--- src/rtl/wb_select_stage.sv ---
// wb_select_stage: registered register-file writeback stage for the multicycle MIPS datapath.
// It accepts a request, captures the selected source, formats it as a word, half or byte,
// and presents a one-cycle write strobe (or an error pulse) two cycles after acceptance.
module wb_select_stage #(
    parameter int WIDTH            = 32,
    parameter int NUM_SRC          = 9,
    parameter int SEL_W            = 4,
    parameter int ADDR_W           = 5,
    parameter bit ZERO_REG_PROTECT = 1'b1,
    localparam int OFF_W           = $clog2(WIDTH / 8)
) (
    input  logic                       clk,
    input  logic                       reset,
    input  logic                       req_valid,
    output logic                       req_ready,
    input  logic [SEL_W-1:0]           req_sel,
    input  logic [ADDR_W-1:0]          req_addr,
    input  logic [2:0]                 req_fmt,
    input  logic [OFF_W-1:0]           req_offset,
    input  logic [NUM_SRC*WIDTH-1:0]   src_data,
    output logic                       wr_en,
    output logic [ADDR_W-1:0]          wr_addr,
    output logic [WIDTH-1:0]           wr_data,
    output logic                       err
);

    typedef enum logic [1:0] {
        IDLE,
        FORMAT,
        WRITE
    } state_t;

    localparam logic [SEL_W:0] NUM_SRC_L = (SEL_W + 1)'(NUM_SRC);

    state_t              state_q, state_d;
    logic                accept;
    logic [WIDTH-1:0]    selData;

    logic [SEL_W-1:0]    capSel_q;
    logic [ADDR_W-1:0]   capAddr_q;
    logic [2:0]          capFmt_q;
    logic [OFF_W-1:0]    capOffset_q;
    logic [WIDTH-1:0]    capData_q;

    logic [WIDTH-1:0]    shifted;
    logic [WIDTH-1:0]    fmtData;
    logic                fmtErr;
    logic                writeAllowed;

    logic                wrEn_q;
    logic                err_q;
    logic [ADDR_W-1:0]   wrAddr_q;
    logic [WIDTH-1:0]    wrData_q;

    // The stage only refuses work while formatting or while held in reset.
    assign req_ready = !reset && (state_q != FORMAT);
    assign accept    = req_valid && req_ready;

    assign wr_en   = wrEn_q;
    assign err     = err_q;
    assign wr_addr = wrAddr_q;
    assign wr_data = wrData_q;

    // Pick the addressed source word; an out-of-range select yields zero and is flagged later.
    always_comb begin
        selData = '0;
        for (int i = 0; i < NUM_SRC; i++) begin
            if (req_sel == SEL_W'(i)) begin
                selData = src_data[i*WIDTH +: WIDTH];
            end
        end
    end

    // Next-state logic: one FORMAT cycle, one WRITE cycle, back-to-back accepts from WRITE.
    always_comb begin
        state_d = state_q;
        case (state_q)
            IDLE:    if (accept) state_d = FORMAT;
            FORMAT:  state_d = WRITE;
            WRITE:   state_d = accept ? FORMAT : IDLE;
            default: state_d = IDLE;
        endcase
    end

    // State register.
    always_ff @(posedge clk) begin
        if (reset) begin
            state_q <= IDLE;
        end else begin
            state_q <= state_d;
        end
    end

    // Capture the request and its source word at the accept edge only.
    always_ff @(posedge clk) begin
        if (reset) begin
            capSel_q    <= '0;
            capAddr_q   <= '0;
            capFmt_q    <= '0;
            capOffset_q <= '0;
            capData_q   <= '0;
        end else if (accept) begin
            capSel_q    <= req_sel;
            capAddr_q   <= req_addr;
            capFmt_q    <= req_fmt;
            capOffset_q <= req_offset;
            capData_q   <= selData;
        end
    end

    // Align the addressed lane to bit 0, then extend it and detect illegal requests.
    always_comb begin
        shifted = capData_q >> {capOffset_q, 3'b000};
        fmtData = '0;
        fmtErr  = 1'b0;
        case (capFmt_q)
            3'd0: begin
                fmtData = shifted;
                fmtErr  = (capOffset_q != '0);
            end
            3'd1: begin
                fmtData = {{(WIDTH-16){shifted[15]}}, shifted[15:0]};
                fmtErr  = capOffset_q[0];
            end
            3'd2: begin
                fmtData = {{(WIDTH-16){1'b0}}, shifted[15:0]};
                fmtErr  = capOffset_q[0];
            end
            3'd3:    fmtData = {{(WIDTH-8){shifted[7]}}, shifted[7:0]};
            3'd4:    fmtData = {{(WIDTH-8){1'b0}}, shifted[7:0]};
            default: fmtErr  = 1'b1;
        endcase
        if ({1'b0, capSel_q} >= NUM_SRC_L) begin
            fmtErr = 1'b1;
        end
        writeAllowed = !fmtErr && !(ZERO_REG_PROTECT && (capAddr_q == '0));
    end

    // Register the write outputs at the end of FORMAT; strobes fall back to zero otherwise.
    always_ff @(posedge clk) begin
        if (reset) begin
            wrEn_q   <= 1'b0;
            err_q    <= 1'b0;
            wrAddr_q <= '0;
            wrData_q <= '0;
        end else if (state_q == FORMAT) begin
            wrEn_q   <= writeAllowed;
            err_q    <= fmtErr;
            wrAddr_q <= capAddr_q;
            wrData_q <= fmtErr ? '0 : fmtData;
        end else begin
            wrEn_q   <= 1'b0;
            err_q    <= 1'b0;
        end
    end

endmodule

--- config.mk ---
export PLATFORM = sky130hd
export DESIGN_NAME = wb_select_stage
export DESIGN_NICKNAME = d
export VERILOG_FILES = /design/src/rtl/wb_select_stage.sv
export SDC_FILE = /design/constraint.sdc
export NUM_CORES = 1
export LEC_CHECK = 0
export BUFFER_PORTS_ARGS = -buffer_cell sky130_fd_sc_hd__buf_2
export CAP_MARGIN = 20
export CORE_MARGIN = 8
export CORE_UTILIZATION = 31
export CTS_BUF_LIST = sky130_fd_sc_hd__clkbuf_4 sky130_fd_sc_hd__clkbuf_8 sky130_fd_sc_hd__clkbuf_16
export CTS_CLUSTER_SIZE = 16
export DETAILED_ROUTE_END_ITERATION = 10
export GPL_ROUTABILITY_DRIVEN = 0
export HOLD_SLACK_MARGIN = 0.08
export PLACE_DENSITY = 0.66
export SLEW_MARGIN = 25
export SYNTH_ARGS = -nofsm -noshare
export SYNTH_HDL_FRONTEND = slang
export SYNTH_SLANG_ARGS = --single-unit
--- constraint.sdc ---
create_clock -name clk -period 1.6 [get_ports clk]
set_clock_uncertainty 0.05 [all_clocks]
set_input_delay 0.08 -clock clk [delete_from_list [all_inputs] [get_ports clk]]
set_output_delay 0.08 -clock clk [all_outputs]
set_load 0.1 [all_outputs]
==> results.yml, run 1 <==
power_and_ir_drop:
  switchingPower_mw: 2.03
  vdd_drop_max_mv: 0.515
  p_comb_share_pct: 29.5
  switching_share_pct: 30.4
  p_seq_share_pct: 35.8
  intPower_mw: 4.66
  pwr-share-clk_pct: 34.7
  total_power_mw: 6.69
  leakagePower_nw: 4.14
  power.density_nw_per_um2: 717
placement:
  hpwlAfterDp_um: 22500
  io_buffers: 344
  dp.cells: 1345
cells_and_area:
  fin_util_pct: 48.1
  instances_no_fill: 1408
  nFillCells: 1942
  mostFrequentLayoutCell: "buf_2"
  drive_gt1_share_pct: 44.3
  final_cell_mix: "buf_2, nand2_1, o21ai_0"
  area_growth_pct: 52.6
  nNetsFinal: 1441
drt:
  drc_errors: 0
  wl_um: 28100
  via_per_inst: 5.34
  drt_iter0_markers: 554
  routedWlPerCell_um: 20.0
  vias: 7515
  drtAntennaViolNets: 0
  firstDrtPassIters: 5
global_routing:
  grt_overflow_total: 0
  busiest_layer: "met2"
  antenna_found_initial: 2
  grt_max_degree: 40
  gr-usage-all-layers_pct: 22.0
  met1_usage_pct: 26.3
  grt_pass1_wl_um: 42000
  grt_use_met3_pct: 5.98
  grt_pass1_vias: 7787
  grtUsageMet2_pct: 37.9
clock_network:
  cts_inserted_buffers: 9
  root_buffer: "clkbuf_16"
  ctsLongestPathBuffers: 2
  cts.sinks: 87
  htree_levels: 3
  postCtsSetupBuffers: 0
  path_clk_slew_ns: 0.07
  insertion_delay_ns: 0.35
  cts_tree: "built"
floorplanning:
  die_area_um2: 24500
  rows: 51
  fp.dieW_um: 156
  initial_core_util_pct: 31.5
  core_um2: 19400
  die-height_um: 156
  ioPinCount: 345
critical_path:
  r2r_setup_slack_ns: 0.03
  regToRegEndpoint: "wr_data[26]"
  startpoint: "capOffset_q[0]"
  critPathLaunchType: "flop"
  worst-setup-path-type: "reg2reg"
  end_kind: "flop"
  rr_worst_depth: 7
  cp_max_fo: 9
  arrival_ns: 1.81
  r2r-start: "capOffset_q[0]"
  cp.required_ns: 1.84
synthesis:
  ys_seq_area_share_pct: 28.5
  synth.distinct_cells: 53
  syn_area_um2: 6120
  synthArstFlopShare_pct: 0
  synth-edff-count: 0
  synth_fp_nets: 1049
  synth_seq_cells: 87
  avgSynthCellArea_um2: 8.22
  ys_warn_count: 0
  synth_ff_type: "dfxtp_1"
  syn-instance-count: 744
min_path:
  min-delay-start: "src_data[217]"
  hold_depth: 4
  hold-path-endpoint: "capData_q[25]"
  hold_class: "in2reg"
sta:
  maxSlewHeadroom_pct: 65.5
  period_needed_ns: 1.57
  hold_violations: 0
  rsz0062_at_grt: "true"
  finalSetupViolCount: 0
  tightest_slew_ns: 0.521
  drv_slew: 0
  clock.fmax_mhz: 638
  fin_crit_sh_pct: 98.0
run_status:
  outcome: "completed"
run:
  max_cap_viol_count: 0
[worst max-delay path, stage by stage, from the launching register on]
cell      delay (ns)
dfxtp_4         0.38
buf_4           0.17
xor2_1          0.15
o211ai_1        0.20
o2111a_1        0.26
nand2_4         0.10
buf_6           0.15
nand2_1         0.05
[routing by layer]
layer,vias to the layer above,wire length [µm],share of wire (%)
met5,-,0,0
met4,0,516,1.8
met3,41,2110,7.5
met2,331,13900,49
met1,3533,11600,41
li1,3610,-,-
[stage by stage]
step           setup WS, ns  TNS (ns)  area (µm²)  hold WS, ns
4_1_cts             0.00267         0        9290       0.0989
3_5_place_dp        -0.0275    -0.181        8490        0.238
3_3_place_gp        -0.0235   -0.0885        8490        0.233
5_1_grt             -0.0409    -0.308        9330        0.118
2_1_floorplan      0.000924         0        6120        0.138
6_report             0.0321         0        9330        0.101
[power groups by stage]
| stage | Clock, mW | Sequential (mW) | Combinational [mW] |
|---|---|---|---|
| floorplan | 0 | 2.55 | 0.889 |
| global placement | 0 | 2.44 | 1.83 |
| detailed placement | 0 | 2.44 | 1.84 |
| CTS | 2.37 | 2.39 | 1.95 |
| global route | 2.46 | 2.41 | 2.12 |
| finish | 2.32 | 2.40 | 1.97 |
[cells by family after synthesis]
family	count (synthesis)	synth area share (%)
buf+inv	79	6.67
mux	100	17.5
compound gates	290	33.0
simple gates	187	14.3
xor+xnor	1	0.143
flops	87	28.5
[registers in the layout, summed over array words and instances (netlist names)]
register,count
wr_addr,5
state_q,2
capSel_q,4
wr_data,32
capData_q,32
capOffset_q,2
wr_en,1
capAddr_q,5
err,1
capFmt_q,3
[Yosys cell counts (all sizes together), types with 2 or more instances]
cell type / number / area [µm²]
a211o: 7 / 61.3
a21boi: 3 / 22.5
a21oi: 43 / 215
a221o: 5 / 50.1
a221oi: 4 / 35.0
a222oi: 4 / 40.0
a22o: 7 / 61.3
a311oi: 3 / 26.3
a32o: 30 / 300
a32oi: 12 / 105
and2: 2 / 12.5
and2b: 2 / 15.0
and3: 2 / 12.5
buf: 40 / 255
clkbuf: 35 / 133
dfxtp: 87 / 1740
inv: 4 / 20.0
mux2: 54 / 608
mux2i: 46 / 460
nand2: 129 / 494
nand2b: 6 / 37.5
nand3: 4 / 20.0
nand3b: 6 / 45.0
nor2: 12 / 60.1
nor2b: 15 / 93.8
nor3: 5 / 36.3
o21a: 23 / 173
o21ai: 93 / 465
o221ai: 28 / 245
o22ai: 13 / 81.3
o311ai: 8 / 70.1
o31a: 2 / 17.5
[layout make-up]
class / instances / area (µm²) / area share (%)
Clock inverter: 5 / 81.3 / 0.872
Inverter: 4 / 20.0 / 0.215
Clock buffer: 11 / 246 / 2.64
Antenna cell: 2 / 5.00 / 0.0536
Multi-Input combinational cell: 578 / 4020 / 43.1
Timing Repair Buffer: 456 / 2880 / 30.9
Tap cell: 265 / 332 / 3.55
Sequential cell: 87 / 1750 / 18.8
[how the worst max path moves through the flow]
| stage | endpoint | slack [ns] | cells after the start |
|---|---|---|---|
| after floorplan | wr_data[22] | 0.0009 | 8 |
| after global placement | capData_q[5] | -0.02 | 7 |
| after detailed placement | capData_q[1] | -0.03 | 7 |
| after CTS | wr_data[25] | 0.003 | 7 |
| after global routing | wr_data[28] | -0.04 | 7 |
| final | wr_data[26] | 0.03 | 7 |
[what timing repair did]
item | CTS | global route
pin swaps | 0 | 5
resized for setup | 7 | 13
setup endpoints to repair | 20 | 33
hold endpoints to repair | 42 | 0
hold buffers | 45 | 0
(Power assumes the default switching activity.)
==> run 2: changes to the inputs <==
--- a/config.mk
+++ b/config.mk
@@ -14,7 +14,7 @@
 export DETAILED_ROUTE_END_ITERATION = 10
 export GPL_ROUTABILITY_DRIVEN = 0
 export HOLD_SLACK_MARGIN = 0.08
-export PLACE_DENSITY = 0.66
+export PLACE_DENSITY = 0.64
 export SLEW_MARGIN = 25
 export SYNTH_ARGS = -nofsm -noshare
 export SYNTH_HDL_FRONTEND = slang
==> constraint.sdc (replaced) <==
create_clock -name clk -period 1.9 [get_ports clk]
set_clock_uncertainty 0.05 [all_clocks]
set_input_delay 0.095 -clock clk [delete_from_list [all_inputs] [get_ports clk]]
set_output_delay 0.095 -clock clk [all_outputs]
set_load 0.1 [all_outputs]
==> run 2 against run 1 <==
- critical path type unchanged
- non-clock buffer count is 29 lower
- final cell count fell by 2.1%
- sequential cell count did not move
- utilization decreased by 2.1 points
- sequential share of layout area up 0.81 points
==> results.yml, run 2 (same netlist as run 1, synthesis figures left out) <==
drt:
  drt_iter0_markers: 551
  drc_errors: 0
  vias: 7317
  wl_um: 28200
  via_per_inst: 5.31
  drtAntennaViolNets: 0
  routedWlPerCell_um: 20.4
  firstDrtPassIters: 5
power_and_ir_drop:
  switchingPower_mw: 1.65
  pwr-share-clk_pct: 31.7
  leakagePower_nw: 3.93
  vdd_drop_max_mv: 0.394
  power.density_nw_per_um2: 586
  switching_share_pct: 31.5
  p_comb_share_pct: 29.6
  p_seq_share_pct: 38.6
  intPower_mw: 3.58
sta:
  setup_tns_ns: 0
  hold_violations: 0
  fin_crit_sh_pct: 92.2
  period_needed_ns: 1.75
  clock.fmax_mhz: 571
  maxSlewHeadroom_pct: 62.4
  finalSetupViolCount: 0
  tightest_slew_ns: 0.565
  hold_slack_ns: 0.105
  drv_slew: 0
  rsz0062_at_grt: "false"
floorplanning:
  die-height_um: 156
  core_um2: 19400
  ioPinCount: 345
  die_area_um2: 24500
  fp.dieW_um: 156
  initial_core_util_pct: 31.5
  rows: 51
cells_and_area:
  nNetsFinal: 1412
  nFillCells: 1994
  multi_input_area_um2: 3990
  area_growth_pct: 45.8
  seqCellArea_um2: 1740
  drive_gt1_share_pct: 42.1
  mostFrequentLayoutCell: "buf_2"
  final_cell_mix: "buf_2, nand2_1, o21ai_0"
run_status:
  outcome: "completed"
critical_path:
  critPathLaunchType: "flop"
  crit_path_end: "wr_data[25]"
  r2r_setup_slack_ns: 0.15
  regToRegEndpoint: "wr_data[25]"
  rr_worst_depth: 5
  arrival_ns: 1.93
  cp.required_ns: 2.07
  cp_max_fo: 13
  end_kind: "flop"
  r2r-start: "capOffset_q[1]"
  worst-setup-path-type: "reg2reg"
  startpoint: "capOffset_q[1]"
clock_network:
  insertion_delay_ns: 0.34
  cts_inserted_buffers: 9
  cts_tree: "built"
  cts.sinks: 87
  htree_levels: 3
  path_clk_slew_ns: 0.06
  ctsLongestPathBuffers: 2
  root_buffer: "clkbuf_16"
global_routing:
  antenna_found_initial: 2
  grt_max_degree: 42
  grt_pass1_vias: 7547
  grt_overflow_total: 0
  grt_pass1_wl_um: 42100
  gr-usage-all-layers_pct: 22.1
placement:
  hpwlAfterDp_um: 22800
  io_buffers: 344
run:
  max_cap_viol_count: 0
min_path:
  hold_class: "in2reg"
  hold_depth: 3
run 2: cell count changes in the layout (fill, tap and decap cells not counted), moves of 2 or more:
cell | before | now
dlygate4sd3_1 | 45 | 43
dfxtp_2 | 4 | 2
buf_6 | 3 | 0
buf_4 | 51 | 35
buf_12 | 15 | 7
dfxtp_1 | 82 | 85
bufinv_16 | 2 | 0
run 2: metal layers:
metal  vias up  share of wire (%)  global-route usage, %
met5         -                  0                      0
met4         0                1.8                   6.13
met3        35                6.8                   4.25
met2       300                 49                   38.1
met1      3431                 42                   27.5
li1       3551                  -                      -
run 2: per-stage QoR:
step	std cells	instance area, µm²	total power [mW]	worst slack [ns]	utilization [%]
2_1_floorplan	744	6120	2.89	0.198	-
3_3_place_gp	1318	8180	3.51	0.0875	42.2
3_5_place_dp	1318	8180	3.52	0.0836	42.2
4_1_cts	1376	8890	5.26	0.0259	45.8
5_1_grt	1378	8910	5.48	0.0189	45.9
6_report	1379	8910	5.23	0.148	46.0
run 2: worst max-delay path: stages, from the launching register on:
cell and delay (ns):
dfxtp_1 0.57, o21ai_0 0.24, and3_2 0.30, buf_4 0.20, a32oi_1 0.21, nand2_1 0.07
run 2: repair_timing:
action,4_1_cts,5_1_grt
endpoints found under the setup margin,0,18
setup buffers,0,0
hold buffers,43,0
hold endpoints to repair,40,0
resized for setup,0,6
run 2: worst min path at each step:
stage | startpoint | to | slack [ns]
after floorplan | req_fmt[2] | capFmt_q[2] | 0.15
after global placement | req_addr[3] | capAddr_q[3] | 0.25
after detailed placement | req_addr[1] | capAddr_q[1] | 0.25
after CTS | reset | state_q[0] | 0.09
after global routing | src_data[262] | capData_q[6] | 0.11
final | src_data[283] | capData_q[27] | 0.10
run 2: power groups by stage:
stage / clock network [mW] / logic (mW) / registers, mW
3_3_place_gp: 0 / 1.44 / 2.06
5_1_grt: 1.77 / 1.67 / 2.03
2_1_floorplan: 0 / 0.747 / 2.15
3_5_place_dp: 0 / 1.45 / 2.06
4_1_cts: 1.70 / 1.54 / 2.02
6_report: 1.66 / 1.55 / 2.02
run 2: layout make-up:
cell class | count | share of cell area (%)
multi-input cells | 578 | 44.8
inverters | 4 | 0.225
flip-flops and latches | 87 | 19.6
repair buffers | 427 | 28.5
clock inverters | 3 | 0.225
well taps | 265 | 3.72
clock buffers | 12 | 2.85
diodes | 3 | 0.0842
==> run 3: changes to the inputs <==
--- a/config.mk
+++ b/config.mk
@@ -5,6 +5,7 @@
 export SDC_FILE = /design/constraint.sdc
 export NUM_CORES = 1
 export LEC_CHECK = 0
+export ABC_AREA = 1
 export BUFFER_PORTS_ARGS = -buffer_cell sky130_fd_sc_hd__buf_2
 export CAP_MARGIN = 20
 export CORE_MARGIN = 8
@@ -14,7 +15,7 @@
 export DETAILED_ROUTE_END_ITERATION = 10
 export GPL_ROUTABILITY_DRIVEN = 0
 export HOLD_SLACK_MARGIN = 0.08
-export PLACE_DENSITY = 0.64
+export PLACE_DENSITY = 0.63
 export SLEW_MARGIN = 25
 export SYNTH_ARGS = -nofsm -noshare
 export SYNTH_HDL_FRONTEND = slang
==> run 3 against run 2 <==
- routed wire length up 6.1%
- largest cell class unchanged
- hold slack lost 0.016 ns
- via count increased by 16%
- cell area increased by 2.1%
- sequential power decreased by 3%
- fmax is 4.9% lower
- utilization is 0.66 points lower
- clock-buffer cell count is 2 lower
- global-route usage is 1.3 points higher
- synthesized cell count increased by 50%
- final cell count is 26% higher
- sequential share of layout area down 0.44 points
==> results.yml, run 3 <==
sta:
  rsz0062_at_grt: "true"
  tightest_slew_ns: 0.522
  finalSetupViolCount: 0
  drv_slew: 0
  period_needed_ns: 1.84
  maxSlewHeadroom_pct: 65.2
  worst_slack_ns: 0.0574
  clock.fmax_mhz: 543
  fin_crit_sh_pct: 97.0
  hold_slack_ns: 0.0882
  hold_violations: 0
run:
  max_cap_viol_count: 0
power_and_ir_drop:
  leakagePower_nw: 4.79
  vdd_drop_max_mv: 0.415
  power.density_nw_per_um2: 562
drt:
  wl_um: 29900
  drc_errors: 0
  via_per_inst: 4.87
  vias: 8480
  drtAntennaViolNets: 0
  drt_iter0_markers: 607
  firstDrtPassIters: 5
  routedWlPerCell_um: 17.2
global_routing:
  grt_overflow_total: 0
  grt_pass1_wl_um: 45100
  gr-usage-all-layers_pct: 23.4
  grt_max_degree: 51
  grt_pass1_vias: 8295
  antenna_found_initial: 7
synthesis:
  ys_seq_area_share_pct: 27.6
  synth_ff_type: "dfxtp_1"
  synth_top_cells_by_area: "dfxtp_1, nand2_1, nand3_1"
  synth_seq_cells: 87
  synth_fp_nets: 1420
  synth_commonest_cells: "nand2_1, nor2_1, nand3_1"
  synth-edff-count: 0
  syn-instance-count: 1115
  synth.largest_area_cell: "dfxtp_1"
  yosysMostFrequentCell: "nand2_1"
  syn_area_um2: 6300
  synthArstFlopShare_pct: 0
  ys_warn_count: 0
  synth.distinct_cells: 31
  avgSynthCellArea_um2: 5.65
  synth_top_area_share_pct: 27.6
floorplanning:
  die_area_um2: 25100
  ioPinCount: 345
  fp.dieW_um: 159
  rows: 52
  initial_core_util_pct: 31.3
  die-height_um: 159
  core_um2: 20100
cells_and_area:
  instances_no_fill: 1741
  mostFrequentLayoutCell: "nand2_1"
  drive_gt1_share_pct: 29.7
  fin_util_pct: 45.3
  nFillCells: 2207
  final_cell_mix: "nand2_1, buf_2, nor2_1"
  nNetsFinal: 1767
  area_growth_pct: 44.5
  final_cell_area_um2: 9110
critical_path:
  slowest_stage: "dlygate4sd3_1"
  worst-setup-path-type: "in2reg"
  cp.buffers_inverters: 4
  cp_cell_sequence: "dlygate4sd3_1 > buf_2 > nor2_4 > buf_12 > buf_4 > nand3_1 > nand2_1 > nor2_1 > nand3_1 > nand2_1 > nand3_1 > nand2_1 > a21oi_1"
  end_kind: "flop"
  path_delay_family: "buffers and inverters"
  critPathLaunchType: "input port"
  arrival_ns: 2.01
  startpoint: "req_sel[1]"
  cp_max_fo: 21
  r2r-start: "capFmt_q[2]"
  slowest_delay_ns: 0.53
  cp.required_ns: 2.07
clock_network:
  ctsLongestPathBuffers: 2
  path_clk_slew_ns: 0.06
  root_buffer: "clkbuf_16"
  htree_levels: 3
  cts_tree: "built"
  cts_inserted_buffers: 9
  cts.sinks: 87
  insertion_delay_ns: 0.35
placement:
  dpl_worst_slack_ns: 0.198
  hpwlAfterDp_um: 24200
  dpl_cell_area_um2: 8410
  io_buffers: 344
  dp.cells: 1687
run_status:
  outcome: "completed"
min_path:
  hold_class: "in2reg"
  min-delay-start: "src_data[195]"
[run 3: cell types whose count changed after synthesis, moves of 15 or more]
cell      before  now
mux2i_1       46    6
nor2_1         8  160
o211ai_1       1   26
nand3_1        4  128
o21ai_0       87   34
mux2_2        54    0
inv_2          0   18
nor2b_1       15    0
o21a_1        23    1
a32o_1        30    0
inv_1          3   85
nand2_1      127  373
o221ai_1      28    0
or2_0          0   18
[run 3: final cells by class]
class,instances,area [µm²],area share [%]
repair buffers,407,2430,26.7
clock buffers,10,233,2.56
multi-input cells,854,3890,42.8
clock inverters,5,58.8,0.646
flip-flops and latches,87,1740,19.1
inverters,103,395,4.34
well taps,270,338,3.71
diodes,5,12.5,0.137
[run 3: cell families after synthesis]
family                 synth area share (%)
muxes                                 0.953
and+or+nand+nor                        46.2
DFF                                    27.6
AOI/OAI and AO/OA                      14.0
buffers and inverters                  11.2
[run 3: final timing paths]
| kind | end | cells after the start | slack [ns] |
|---|---|---|---|
| setup / recovery | capData_q[23] | 13 | 0.06 |
| hold / removal | capData_q[3] | 5 | 0.09 |
| setup reg to reg | wr_data[6] | 9 | 0.26 |
| hold reg to reg | state_q[0] | 1 | 0.38 |
[run 3: timing repair]
action,in CTS,in global routing
endpoints found under the hold margin,26,0
resized for setup,0,13
endpoints found under the setup margin,0,22
hold buffers,26,0
buffers inserted,0,7
[run 3: worst register-to-register path, delay by kind of cell (launching register included)]
kind | cells | cell delay, ns
and+or+nand+nor | 5 | 0.65
DFF | 1 | 0.33
buffers and inverters | 2 | 0.31
AOI/OAI and AO/OA | 2 | 0.26
[run 3: power breakdown]
| part | leakage, nW | internal [mW] | total, mW | switching, mW |
|---|---|---|---|---|
| sequential | 0.707 | 1.90 | 1.95 | 0.0488 |
| clock | 0.138 | 1.03 | 1.77 | 0.744 |
| combinational | 3.95 | 0.560 | 1.40 | 0.837 |
| total | 4.79 | 3.49 | 5.12 | 1.63 |
[run 3: per-stage QoR]
stage / setup TNS [ns] / power, mW
2_1_floorplan: 0 / 2.71
3_3_place_gp: 0 / 3.30
3_5_place_dp: 0 / 3.31
4_1_cts: 0 / 5.12
5_1_grt: -0.0164 / 5.38
6_report: 0 / 5.12
[run 3: routing by layer]
layer / wire [µm] / part of all wire [%] / vias to the layer above / GRT usage, %
met4: 1090 / 3.6 / 4 / 9.52
met2: 13500 / 45 / 380 / 37.9
li1: - / - / 4262 / -
met5: 23 / 0.077 / - / 0
met1: 12700 / 42 / 3775 / 28.6
met3: 2580 / 8.6 / 59 / 6.65
